`src/rtl/run_sequencer.sv`:
```
// Host-side job sequencer: buffers run commands, launches them one at a time on
// all node controllers, waits for completion and optionally rotates base ids.
module run_sequencer #(
  parameter int node_num      = 8,
  parameter int fifo_depth    = 4,
  parameter int start_timeout = 8
) (
  input  logic                clk,
  input  logic                reset,
  input  logic                cmd_valid,
  output logic                cmd_ready,
  input  logic [23:0]         cmd_times,
  input  logic                cmd_rotate,
  input  logic                abort,
  input  logic                err_clear,
  output logic                run_write,
  output logic [23:0]         run_times,
  input  logic [node_num-1:0] node_running,
  output logic                change_base_id,
  output logic                busy,
  output logic                job_done,
  output logic [15:0]         done_count,
  output logic                err_zero,
  output logic                err_start
);

  localparam int AW = $clog2(fifo_depth);
  localparam int TW = $clog2(start_timeout + 1);

  typedef enum logic [2:0] {IDLE, LAUNCH, WAIT_START, WAIT_DONE, ROTATE, SETTLE} state_t;

  state_t              state, next_state;
  logic [24:0]         mem [fifo_depth];
  logic [AW:0]         wr_ptr, rd_ptr;
  logic                full, empty, accept, zero_cmd, push, pop;
  logic                start_fail;
  logic                rot_q;
  logic [node_num-1:0] run_q;
  logic [TW-1:0]       to_cnt;

  assign empty     = (wr_ptr == rd_ptr);
  assign full      = (wr_ptr[AW] != rd_ptr[AW]) && (wr_ptr[AW-1:0] == rd_ptr[AW-1:0]);
  assign cmd_ready = !full;
  assign accept    = cmd_valid && !full;
  assign zero_cmd  = accept && (cmd_times == '0);
  assign push      = accept && !zero_cmd && !abort;
  assign pop       = (state == IDLE) && !empty && !abort;
  assign busy      = (state != IDLE) || !empty;

  always_comb begin
    next_state = state;
    start_fail = 1'b0;
    case (state)
      IDLE:       if (pop) next_state = LAUNCH;
      LAUNCH:     next_state = WAIT_START;
      WAIT_START: begin
        if (&run_q) begin
          next_state = WAIT_DONE;
        end else if (to_cnt == TW'(start_timeout - 1)) begin
          start_fail = 1'b1;
          next_state = IDLE;
        end
      end
      WAIT_DONE:  if (run_q == '0) next_state = rot_q ? ROTATE : IDLE;
      ROTATE:     next_state = SETTLE;
      SETTLE:     next_state = IDLE;
      default:    next_state = IDLE;
    endcase
  end

  always_ff @(posedge clk) begin
    if (push) mem[wr_ptr[AW-1:0]] <= {cmd_times, cmd_rotate};
  end

  always_ff @(posedge clk) begin
    run_q <= node_running;
    if (reset) begin
      state          <= IDLE;
      wr_ptr         <= '0;
      rd_ptr         <= '0;
      to_cnt         <= '0;
      rot_q          <= 1'b0;
      run_write      <= 1'b0;
      run_times      <= '0;
      change_base_id <= 1'b0;
      job_done       <= 1'b0;
      done_count     <= '0;
      err_zero       <= 1'b0;
      err_start      <= 1'b0;
    end else begin
      state <= next_state;
      if (abort) begin
        wr_ptr <= '0;
        rd_ptr <= '0;
      end else begin
        if (push) wr_ptr <= wr_ptr + (AW+1)'(1);
        if (pop)  rd_ptr <= rd_ptr + (AW+1)'(1);
      end
      if (pop) {run_times, rot_q} <= mem[rd_ptr[AW-1:0]];
      // Pulses are registered from the next-state decode so each one lines up
      // with the cycle the FSM spends in the corresponding state.
      run_write      <= (next_state == LAUNCH);
      change_base_id <= (next_state == ROTATE);
      job_done       <= (next_state == WAIT_DONE) && (node_running == '0);
      if (state == WAIT_DONE && run_q == '0) done_count <= done_count + 16'd1;
      if (state == LAUNCH)          to_cnt <= '0;
      else if (state == WAIT_START) to_cnt <= to_cnt + TW'(1);
      if (zero_cmd)       err_zero  <= 1'b1;
      else if (err_clear) err_zero  <= 1'b0;
      if (start_fail)     err_start <= 1'b1;
      else if (err_clear) err_start <= 1'b0;
    end
  end

endmodule

```
`config.mk`:
```
export PLATFORM = sky130hd
export DESIGN_NAME = run_sequencer
export DESIGN_NICKNAME = d
export VERILOG_FILES = /design/src/rtl/run_sequencer.sv
export SDC_FILE = /design/constraint.sdc
export NUM_CORES = 1
export LEC_CHECK = 0
export CAP_MARGIN = 20
export CORE_ASPECT_RATIO = 0.5
export CORE_UTILIZATION = 59
export CTS_CLUSTER_SIZE = 40
export DETAILED_ROUTE_END_ITERATION = 7
export PLACE_DENSITY_LB_ADDON = 0.2
export SLEW_MARGIN = 25
export SYNTH_ARGS = -nofsm -noshare
export SYNTH_HDL_FRONTEND = slang
export SYNTH_SLANG_ARGS = --single-unit
```
`constraint.sdc`:
```
create_clock -name clk -period 6.4 [get_ports clk]
set_clock_uncertainty 0.15 [all_clocks]
set_input_delay 1.28 -clock clk [delete_from_list [all_inputs] [get_ports clk]]
set_output_delay 1.28 -clock clk [all_outputs]
set_load 0.02 [all_outputs]
```
==> out/qor.yml, run 1 <==
critical_path:
  startpoint: "state[0]"
  r2r_slack_ns: 3.51
  critical_path_class: "flip-flop to primary output"
  worstRegToRegCells: 5
  crit_fanout: 18
  worstPathArrival_ns: 2.45
  timing.rr.start: "rd_ptr[0]"
  cp.required_ns: 4.97
  start_kind: "flip-flop"
  cp-end-kind: "primary output"
global_routing:
  grtUsageTotal_pct: 25.2
  grt.overflow.total: 0
  grt_pass1_vias: 4074
  grt_start_max_net_pins: 61
  antenna_found_initial: 0
  grt_pass1_wl_um: 21200
synth:
  async_flop_share_pct: 0
  synthCells: 474
  postSynthAreaPerCell_um2: 13.7
  synth_fp_nets: 519
  syn_area_um2: 6500
  synth_edf_count: 100
  ys.flop_type: "edfxtp_1"
  yosysWarnings: 0
  yosys.cell_types.count: 45
  yosys_register_bits: 167
  yosysSeqAreaShare_pct: 66.8
detailed_routing:
  via_per_inst: 5.94
  totalWireLength_um: 13600
  drt-initial-drc-count: 328
  route.vias.total: 4229
  first_pass_iters: 4
  postRouteAntennaNets: 0
  wl_per_cell_um: 19.1
  drc: 0
sta:
  worst_slew_pin_slew_ns: 0.709
  min_period_ns: 3.88
  hold_viol: 0
  setup-tns-final_ns: 0
  fin_ws_ns: 2.52
  fin_crit_sh_pct: 60.6
  report.final.slew_viol_count: 0
  fmax_mhz: 258
  rsz0062_at_grt: "false"
  final-setup-viol-count: 0
  relSlewSlack_pct: 52.7
run:
  maxCapViolCount: 0
cells_and_area:
  drive_gt1_share_pct: 13.5
  final_area_um2: 8080
  final_core_util_pct: 77.4
  antenna_cells: 0
  nNetsFinal: 605
  syn_to_final_growth_pct: 24.3
  mostFrequentLayoutCell: "edfxtp_1"
  final_cell_mix: "edfxtp_1, clkdlybuf4s50_1, dfxtp_1"
floorplan:
  row_count: 26
  core_area_um2: 10400
  initial_utilization_pct: 62.3
  io_pins: 85
  die_width_um: 150
  dieHeight_um: 76.3
  die-area_um2: 11500
placement:
  dpl-instance-area_um2: 7510
  place.gp.congestion: 0.755
  numPortBuffers: 84
  dp_hpwl_um: 8110
  dp_slack_ns: 2.48
cts:
  cts_max_level: 4
  post_cts_resized: 0
  cts.path.max_buffers: 2
  numClockSinks: 167
  cts_buffers: 17
  path_clk_slew_ns: 0.06
  post-cts-setup-buffers: 0
  insertion_delay_ns: 0.43
  cts_hold_buf: 0
  cts-root-buf: "clkbuf_16"
  cts_tree: "built"
min_path:
  whs_path_depth: 2
  hold_class: "flip-flop to flip-flop"
  min-delay-start: "rot_q"
power:
  power_density_nw_per_um2: 285
  ir_drop_mv: 0.197
  leakage_uw: 0.00262
  total_power_uw: 2310
outcome:
  status: "complete, no violations"
[synthesized netlist by cell type (all sizes together) (2+ instances only)]
cell	n	area, µm²
nand4	4	25.0
a31oi	2	12.5
nor3b	5	37.5
edfxtp	100	3000
a21oi	43	215
a2bb2oi	2	17.5
nor2b	5	31.3
o31ai	3	22.5
and4	3	26.3
inv	7	26.3
a41oi	2	17.5
nor3	8	40.0
o21ai	14	70.1
and2	3	18.8
nor2	13	48.8
clkbuf	19	72.6
mux4	25	563
nand4b	2	17.5
xor2	4	35.0
nand3	7	35.0
nand2b	3	18.8
ha	7	87.6
xnor2	6	52.6
mux2	3	33.8
or3	9	56.3
a21o	3	22.5
nand3b	3	22.5
buf	6	23.8
nand2	63	236
dfxtp	67	1340
or4	12	101
nor4	8	50.1
mux2i	5	50.1
[cell families after synthesis]
logic type	synth area share, %
compound gates	6.56
xor+xnor	1.35
fa+ha+maj	1.35
buf+inv	1.88
flops	66.8
mux	9.94
simple gates	12.1
[flip-flops by register name, summed over array words and instances, names as in the netlist]
name,cells
change_base_id,1
done_count,16
err_start,1
err_zero,1
job_done,1
mem,100
rd_ptr,3
rot_q,1
run_q,8
run_times,24
run_write,1
state,3
to_cnt,4
wr_ptr,3
[report_power, final]
group	switching, µW	leakage, µW	total (µW)	internal, µW
Combinational	71.5	0.000893	139	67.9
Clock	443	0.000277	989	546
Sequential	17.7	0.00145	1180	1160
[critical path, stage by stage, from the launching register on]
cell	delay [ns]
dfxtp_1	0.48
or3_1	0.54
or4_1	0.45
clkdlybuf4s50_1	0.55
[worst paths after layout]
| check | endpoint |
|---|---|
| worst max-delay path | busy |
| worst min-delay path | rot_q |
| worst max register to register | mem[0][3] |
| worst min register to register | rot_q |
[metal layers]
metal / GRT usage, % / part of all wire, %
met1: 34.6 / 45
met2: 38.9 / 48
met3: 6.41 / 6.2
met4: 10.0 / 1.6
met5: 0 / 0
[stage by stage]
step	hold slack, ns	instances
after CTS	0.306	712
after floorplan	0.281	474
after global placement	0.291	681
after global routing	0.326	712
final	0.307	712
after detailed placement	0.297	681
[area by class of cell]
type | instances | area, µm²
Fill cell | 629 | 2360
Timing Repair Buffer | 92 | 896
Multi-Input combinational cell | 275 | 2070
Clock inverter | 13 | 140
Clock buffer | 18 | 429
Sequential cell | 167 | 4350
Inverter | 7 | 26.3
Tap cell | 140 | 175
Note: power is estimated with default switching activity, not from simulation.
==> run 2: changes to the inputs <==
--- a/config.mk
+++ b/config.mk
@@ -7,7 +7,7 @@
 export LEC_CHECK = 0
 export CAP_MARGIN = 20
 export CORE_ASPECT_RATIO = 0.5
-export CORE_UTILIZATION = 59
+export CORE_UTILIZATION = 49
 export CTS_CLUSTER_SIZE = 40
 export DETAILED_ROUTE_END_ITERATION = 7
 export PLACE_DENSITY_LB_ADDON = 0.2
==> constraint.sdc (replaced) <==
create_clock -name clk -period 3.4 [get_ports clk]
set_clock_uncertainty 0.15 [all_clocks]
set_input_delay 0.68 -clock clk [delete_from_list [all_inputs] [get_ports clk]]
set_output_delay 0.68 -clock clk [all_outputs]
set_load 0.02 [all_outputs]
==> run 2 against run 1 <==
Against the previous run:
- utilization shrank 13 points
- cell count rose by 5.5%
- register-to-register slack worse by 2.7 ns
- critical endpoint unchanged
==> out/qor.yml, run 2 (synthesis gave the netlist of run 1 again) <==
detailed_routing:
  wl_per_cell_um: 17.5  # -8.6%
  drc: 0  # unchanged
  drt-initial-drc-count: 305  # -7.0%
  first_pass_iters: 4  # unchanged
  totalWireLength_um: 13100  # -3.6%
  postRouteAntennaNets: 0  # unchanged
  route.vias.total: 4134  # -2.2%
  via_per_inst: 5.50  # -7.3%
placement:
  place.gp.congestion: 0.749  # -0.85%
  numPortBuffers: 84  # unchanged
  dpl-instance-area_um2: 7640  # +1.6%
  dp_hpwl_um: 8190  # +1.0%
power:
  leakage_uw: 0.00268  # +2.3%
  total_power_uw: 4460  # +93%
  ir_drop_mv: 0.417  # +110%
  power_density_nw_per_um2: 541  # +90%
critical_path:
  cp-end-kind: "primary output"
  start_kind: "flip-flop"
  crit_fanout: 13  # -5
  cp.required_ns: 2.57  # -2.40 ns
  critical_path_class: "flip-flop to primary output"
  worstRegToRegCells: 5  # unchanged
  worstPathArrival_ns: 2.30  # -0.15 ns
cells_and_area:
  largest_reg_flops: 100  # unchanged
  mostFrequentLayoutCell: "edfxtp_1"
  register_area_um2: 4350  # about the same
  final_cell_mix: "edfxtp_1, clkdlybuf4s50_1, dfxtp_1"
  antenna_cells: 0  # unchanged
  syn_to_final_growth_pct: 26.6
  n_fill_cell: 987  # +57%
  drive_gt1_share_pct: 14.5  # +1.0 points
  final_area_um2: 8240  # +1.9%
  nNetsFinal: 613  # +1.3%
  multiInputGateArea_um2: 2060  # -0.54%
floorplan:
  row_count: 29  # +12%
  core_area_um2: 12800  # +23%
  dieHeight_um: 83.5  # +9.5%
  initial_utilization_pct: 50.8  # -12 points
  io_pins: 85  # unchanged
  die_width_um: 165  # +9.6%
  die-area_um2: 13800  # +20%
cts:
  cts_tree: "built"
  post_cts_resized: 0  # unchanged
  path_clk_slew_ns: 0.07  # about the same
  cts_max_level: 4  # unchanged
  insertion_delay_ns: 0.42  # about the same
  post-cts-setup-buffers: 0  # unchanged
  cts_hold_buf: 0  # unchanged
  cts.path.max_buffers: 2  # unchanged
  cts_buffers: 17  # unchanged
  cts-root-buf: "clkbuf_16"
  numClockSinks: 167  # unchanged
global_routing:
  grt.overflow.total: 0  # unchanged
  antenna_found_initial: 0  # unchanged
  grt_start_max_net_pins: 60  # -1.6%
  grt_pass1_vias: 3919  # -3.8%
  grt_pass1_wl_um: 20400  # -3.9%
  grtUsageTotal_pct: 20.1  # -5.1 points
min_path:
  whs_path_depth: 2  # unchanged
  hold_class: "flip-flop to flip-flop"
sta:
  min_period_ns: 3.13
  report.final.slew_viol_count: 0  # unchanged
  relSlewSlack_pct: 35.9  # -17 points
  hold_viol: 0  # unchanged
  final-setup-viol-count: 0  # unchanged
  worst_slew_pin_slew_ns: 0.958  # +0.248 ns
  fin_crit_sh_pct: 92.2
  rsz0062_at_grt: "false"
  fmax_mhz: 319
run:
  maxCapViolCount: 0  # unchanged
outcome:
  status: "complete, no violations"
## run 2: changes by cell type in the layout (fill, tap and decap cells not counted), sizes merged
cell / delta
buf: +8
bufinv: +2
clkinv: -2
clkbuf: +1
clkinvlp: +1
inv: -1
## run 2: area by class of cell
cell class	instances	share of cell area, %
well taps	170	2.58
repair buffers	100	12.1
multi-input cells	275	25.0
flip-flops and latches	167	52.7
clock inverters	13	2.05
clock buffers	19	5.26
inverters	7	0.319
## run 2: path summary, 6_finish.rpt
kind / to / slack [ns] / from
max: busy / 0.27 / state[2]
min: run_times[8] / 0.30 / run_times[8]
max reg2reg: mem[0][17] / 0.78 / rd_ptr[2]
min reg2reg: run_times[8] / 0.30 / run_times[8]
## run 2: metrics by stage
stage | std cells | TNS [ns] | hold slack [ns] | util [%] | worst slack [ns]
2_1_floorplan | 474 | -21.60 | 0.281 | - | -0.259
3_3_place_gp | 719 | 0 | 0.293 | 59.6 | 0.166
3_5_place_dp | 719 | 0 | 0.297 | 59.6 | 0.0967
4_1_cts | 751 | 0 | 0.307 | 64.3 | 0.240
5_1_grt | 751 | 0 | 0.323 | 64.3 | 0.184
6_report | 751 | 0 | 0.302 | 64.3 | 0.266
## run 2: metal layers
layer | vias to the layer above | track usage, % | routed length [µm]
li1 | 1982 | - | -
met1 | 2024 | 28.4 | 6120
met2 | 119 | 30.7 | 6040
met3 | 9 | 4.77 | 835
met4 | 0 | 6.76 | 119
met5 | - | 0 | 0
## run 2: worst max-delay path: stages, from the launching register on
cell	delay, ns
dfxtp_1	0.42
or3_1	0.45
or4_1	0.46
clkdlybuf4s50_1	0.56
## run 2: report_power, final
| group | internal [µW] | switching (µW) |
|---|---|---|
| combinational | 135 | 145 |
| clock | 1170 | 808 |
| sequential | 2190 | 17.9 |
| total | 3490 | 970 |
==> run 3: changes to the inputs <==
==> constraint.sdc (replaced) <==
create_clock -name clk -period 2.8 [get_ports clk]
set_clock_uncertainty 0.15 [all_clocks]
set_input_delay 0.56 -clock clk [delete_from_list [all_inputs] [get_ports clk]]
set_output_delay 0.56 -clock clk [all_outputs]
set_load 0.02 [all_outputs]
==> run 3 against run 2 <==
Against the previous run:
- critical path type unchanged
- sequential share of layout area decreased by 0.74 points
- utilization increased by 0.92 points
- cell count increased by 2.1%
- wire length increased by 3.3%
- count of clock-buffer cells in the layout decreased by 1
- combinational power increased by 26%
- via count increased by 1.6%
- power increased by 20%
- flip-flop and latch count unchanged
==> out/qor.yml, run 3 (synthesis gave the netlist of run 1 again) <==
outcome:
  status: "complete, no violations"
global_routing:
  grtUsageTotal_pct: 21.2  # +1.1 points
  grt_pass1_vias: 4043  # +3.2%
  grt_start_max_net_pins: 36  # -40%
  grt_pass1_wl_um: 21600  # +5.8%
  antenna_found_initial: 0  # unchanged
  grt.overflow.total: 0  # unchanged
floorplan:
  die-area_um2: 13800  # unchanged
  dieHeight_um: 83.5  # unchanged
  io_pins: 85  # unchanged
  initial_utilization_pct: 50.8  # unchanged
  die_width_um: 165  # unchanged
  row_count: 29  # unchanged
  core_area_um2: 12800  # unchanged
sta:
  relSlewSlack_pct: 58.4  # +22 points
  fmax_mhz: 373
  min_period_ns: 2.68
  report.final.slew_viol_count: 0  # unchanged
  worst_slew_pin_slew_ns: 0.619  # -0.339 ns
  final-setup-viol-count: 0  # unchanged
  rsz0062_at_grt: "false"
  hold_viol: 0  # unchanged
  fin_crit_sh_pct: 95.8
cts:
  numClockSinks: 167  # unchanged
  insertion_delay_ns: 0.42  # about the same
  cts.path.max_buffers: 2  # unchanged
  post_cts_resized: 1  # +1
  cts_hold_buf: 0  # unchanged
  post-cts-setup-buffers: 0  # unchanged
  cts_tree: "built"
  cts-root-buf: "clkbuf_16"
  path_clk_slew_ns: 0.06  # about the same
  cts_max_level: 4  # unchanged
  cts_buffers: 17  # unchanged
power:
  p_sw_uw: 1240  # +28%
  leakage_uw: 0.00277  # +3.1%
  total_power_uw: 5330  # +20%
  seqPwrFrac_pct: 50.1  # +0.7 points
  combPwrFrac_pct: 6.6  # +0.3 points
  ir_drop_mv: 0.370  # -11%
  power_frac_clock_pct: 43.2  # -1.1 points
  power_density_nw_per_um2: 638  # +18%
  p_sw_share_pct: 23.2  # +1.5 points
  internal_power_uw: 4100  # +17%
detailed_routing:
  postRouteAntennaNets: 0  # unchanged
  drt-initial-drc-count: 339  # +11%
  totalWireLength_um: 13500  # +3.3%
  wl_per_cell_um: 17.7  # +1.1%
  route.vias.total: 4199  # +1.6%
  via_per_inst: 5.47  # -0.55%
  first_pass_iters: 4  # unchanged
  drc: 0  # unchanged
placement:
  dp_hpwl_um: 9080  # +11%
  dp_cells: 735  # +2.2%
  place.gp.congestion: 0.750  # +0.20%
  numPortBuffers: 84  # unchanged
cells_and_area:
  largest_reg_flops: 100  # unchanged
  mostFrequentLayoutCell: "edfxtp_1"
  antenna_cells: 0  # unchanged
  syn_to_final_growth_pct: 28.4
  nNetsFinal: 629  # +2.6%
  n_fill_cell: 969  # -1.8%
  final_cells: 767  # +2.1%
  final_cell_mix: "edfxtp_1, clkdlybuf4s50_1, dfxtp_1"
  drive_gt1_share_pct: 17.1  # +2.6 points
min_path:
  hold_class: "flip-flop to flip-flop"
critical_path:
  crit_fanout: 4  # -9
  path_cells: "or3_1 > or4_1 > dlygate4sd2_1"
  slowest_delay_ns: 0.46  # -0.10 ns
  worstPathArrival_ns: 1.97  # -0.33 ns
  cp-end-kind: "primary output"
  critical_path_class: "flip-flop to primary output"
  cp.required_ns: 2.09  # -0.48 ns
  critPathBufInv: 1  # unchanged
  cpMaxStageDelayCell: "or4_1"
  critPathTopFamily: "simple AND/OR/NAND/NOR gates"
  start_kind: "flip-flop"
run:
  maxCapViolCount: 0  # unchanged
-- run 3: changes by cell type in the layout (fill, tap and decap cells not counted) --
| cell | change |
|---|---|
| clkinv_1 | -1 |
| bufinv_16 | -2 |
| clkbuf_1 | -1 |
| buf_4 | +15 |
| dlygate4sd2_1 | +1 |
| clkinv_4 | +1 |
| clkinv_2 | -1 |
| buf_12 | +1 |
| clkdlybuf4s50_1 | -1 |
| inv_8 | +3 |
| clkinv_8 | +1 |
-- run 3: worst reg2reg max path, stage by stage, from the launching register on --
cell	delay, ns
dfxtp_1	0.32
or4_4	0.58
or4_1	0.68
nor3_1	0.25
mux2_2	0.36
-- run 3: power groups by stage --
stage	registers (µW)	clock network [µW]	logic [µW]
floorplan	2750	0	154
global placement	2730	0	353
detailed placement	2730	0	358
CTS	2680	2360	358
global route	2680	2450	382
finish	2670	2310	353
-- run 3: metrics by stage --
step | hold slack, ns | setup slack [ns] | cell area [µm²] | utilization, % | TNS, ns
floorplan | 0.281 | -0.859 | 6500 | - | -81.60
global placement | 0.291 | 0.0655 | 7770 | 60.7 | 0
detailed placement | 0.296 | -0.0607 | 7770 | 60.7 | -4.01
CTS | 0.306 | 0.100 | 8360 | 65.2 | 0
global route | 0.319 | 0.0605 | 8360 | 65.2 | 0
finish | 0.304 | 0.117 | 8360 | 65.2 | 0
-- run 3: layout make-up --
cell class / instances / area (µm²) / area share, %
clock buffer: 18 / 429 / 5.14
clock inverter: 14 / 159 / 1.90
inverter: 7 / 26.3 / 0.314
multi-input combinational: 275 / 2060 / 24.6
sequential: 167 / 4350 / 52.0
tap: 170 / 213 / 2.55
timing repair buffer: 116 / 1120 / 13.5
-- run 3: per-layer routing --
| layer | routed length, µm | up-vias | track usage [%] |
|---|---|---|---|
| met1 | 6430 | 2069 | 30.5 |
| met5 | 0 | - | 0 |
| met4 | 108 | 0 | 7.67 |
| met3 | 675 | 10 | 4.82 |
| li1 | - | 2022 | - |
| met2 | 6320 | 98 | 31.7 |
-- run 3: final timing paths --
kind	from	endpoint	slack, ns	cells past startpoint
setup / recovery	state[0]	busy	0.12	3
hold / removal	rot_q	rot_q	0.30	2
setup reg to reg	run_q[7]	done_count[15]	0.36	4
hold reg to reg	rot_q	rot_q	0.30	2
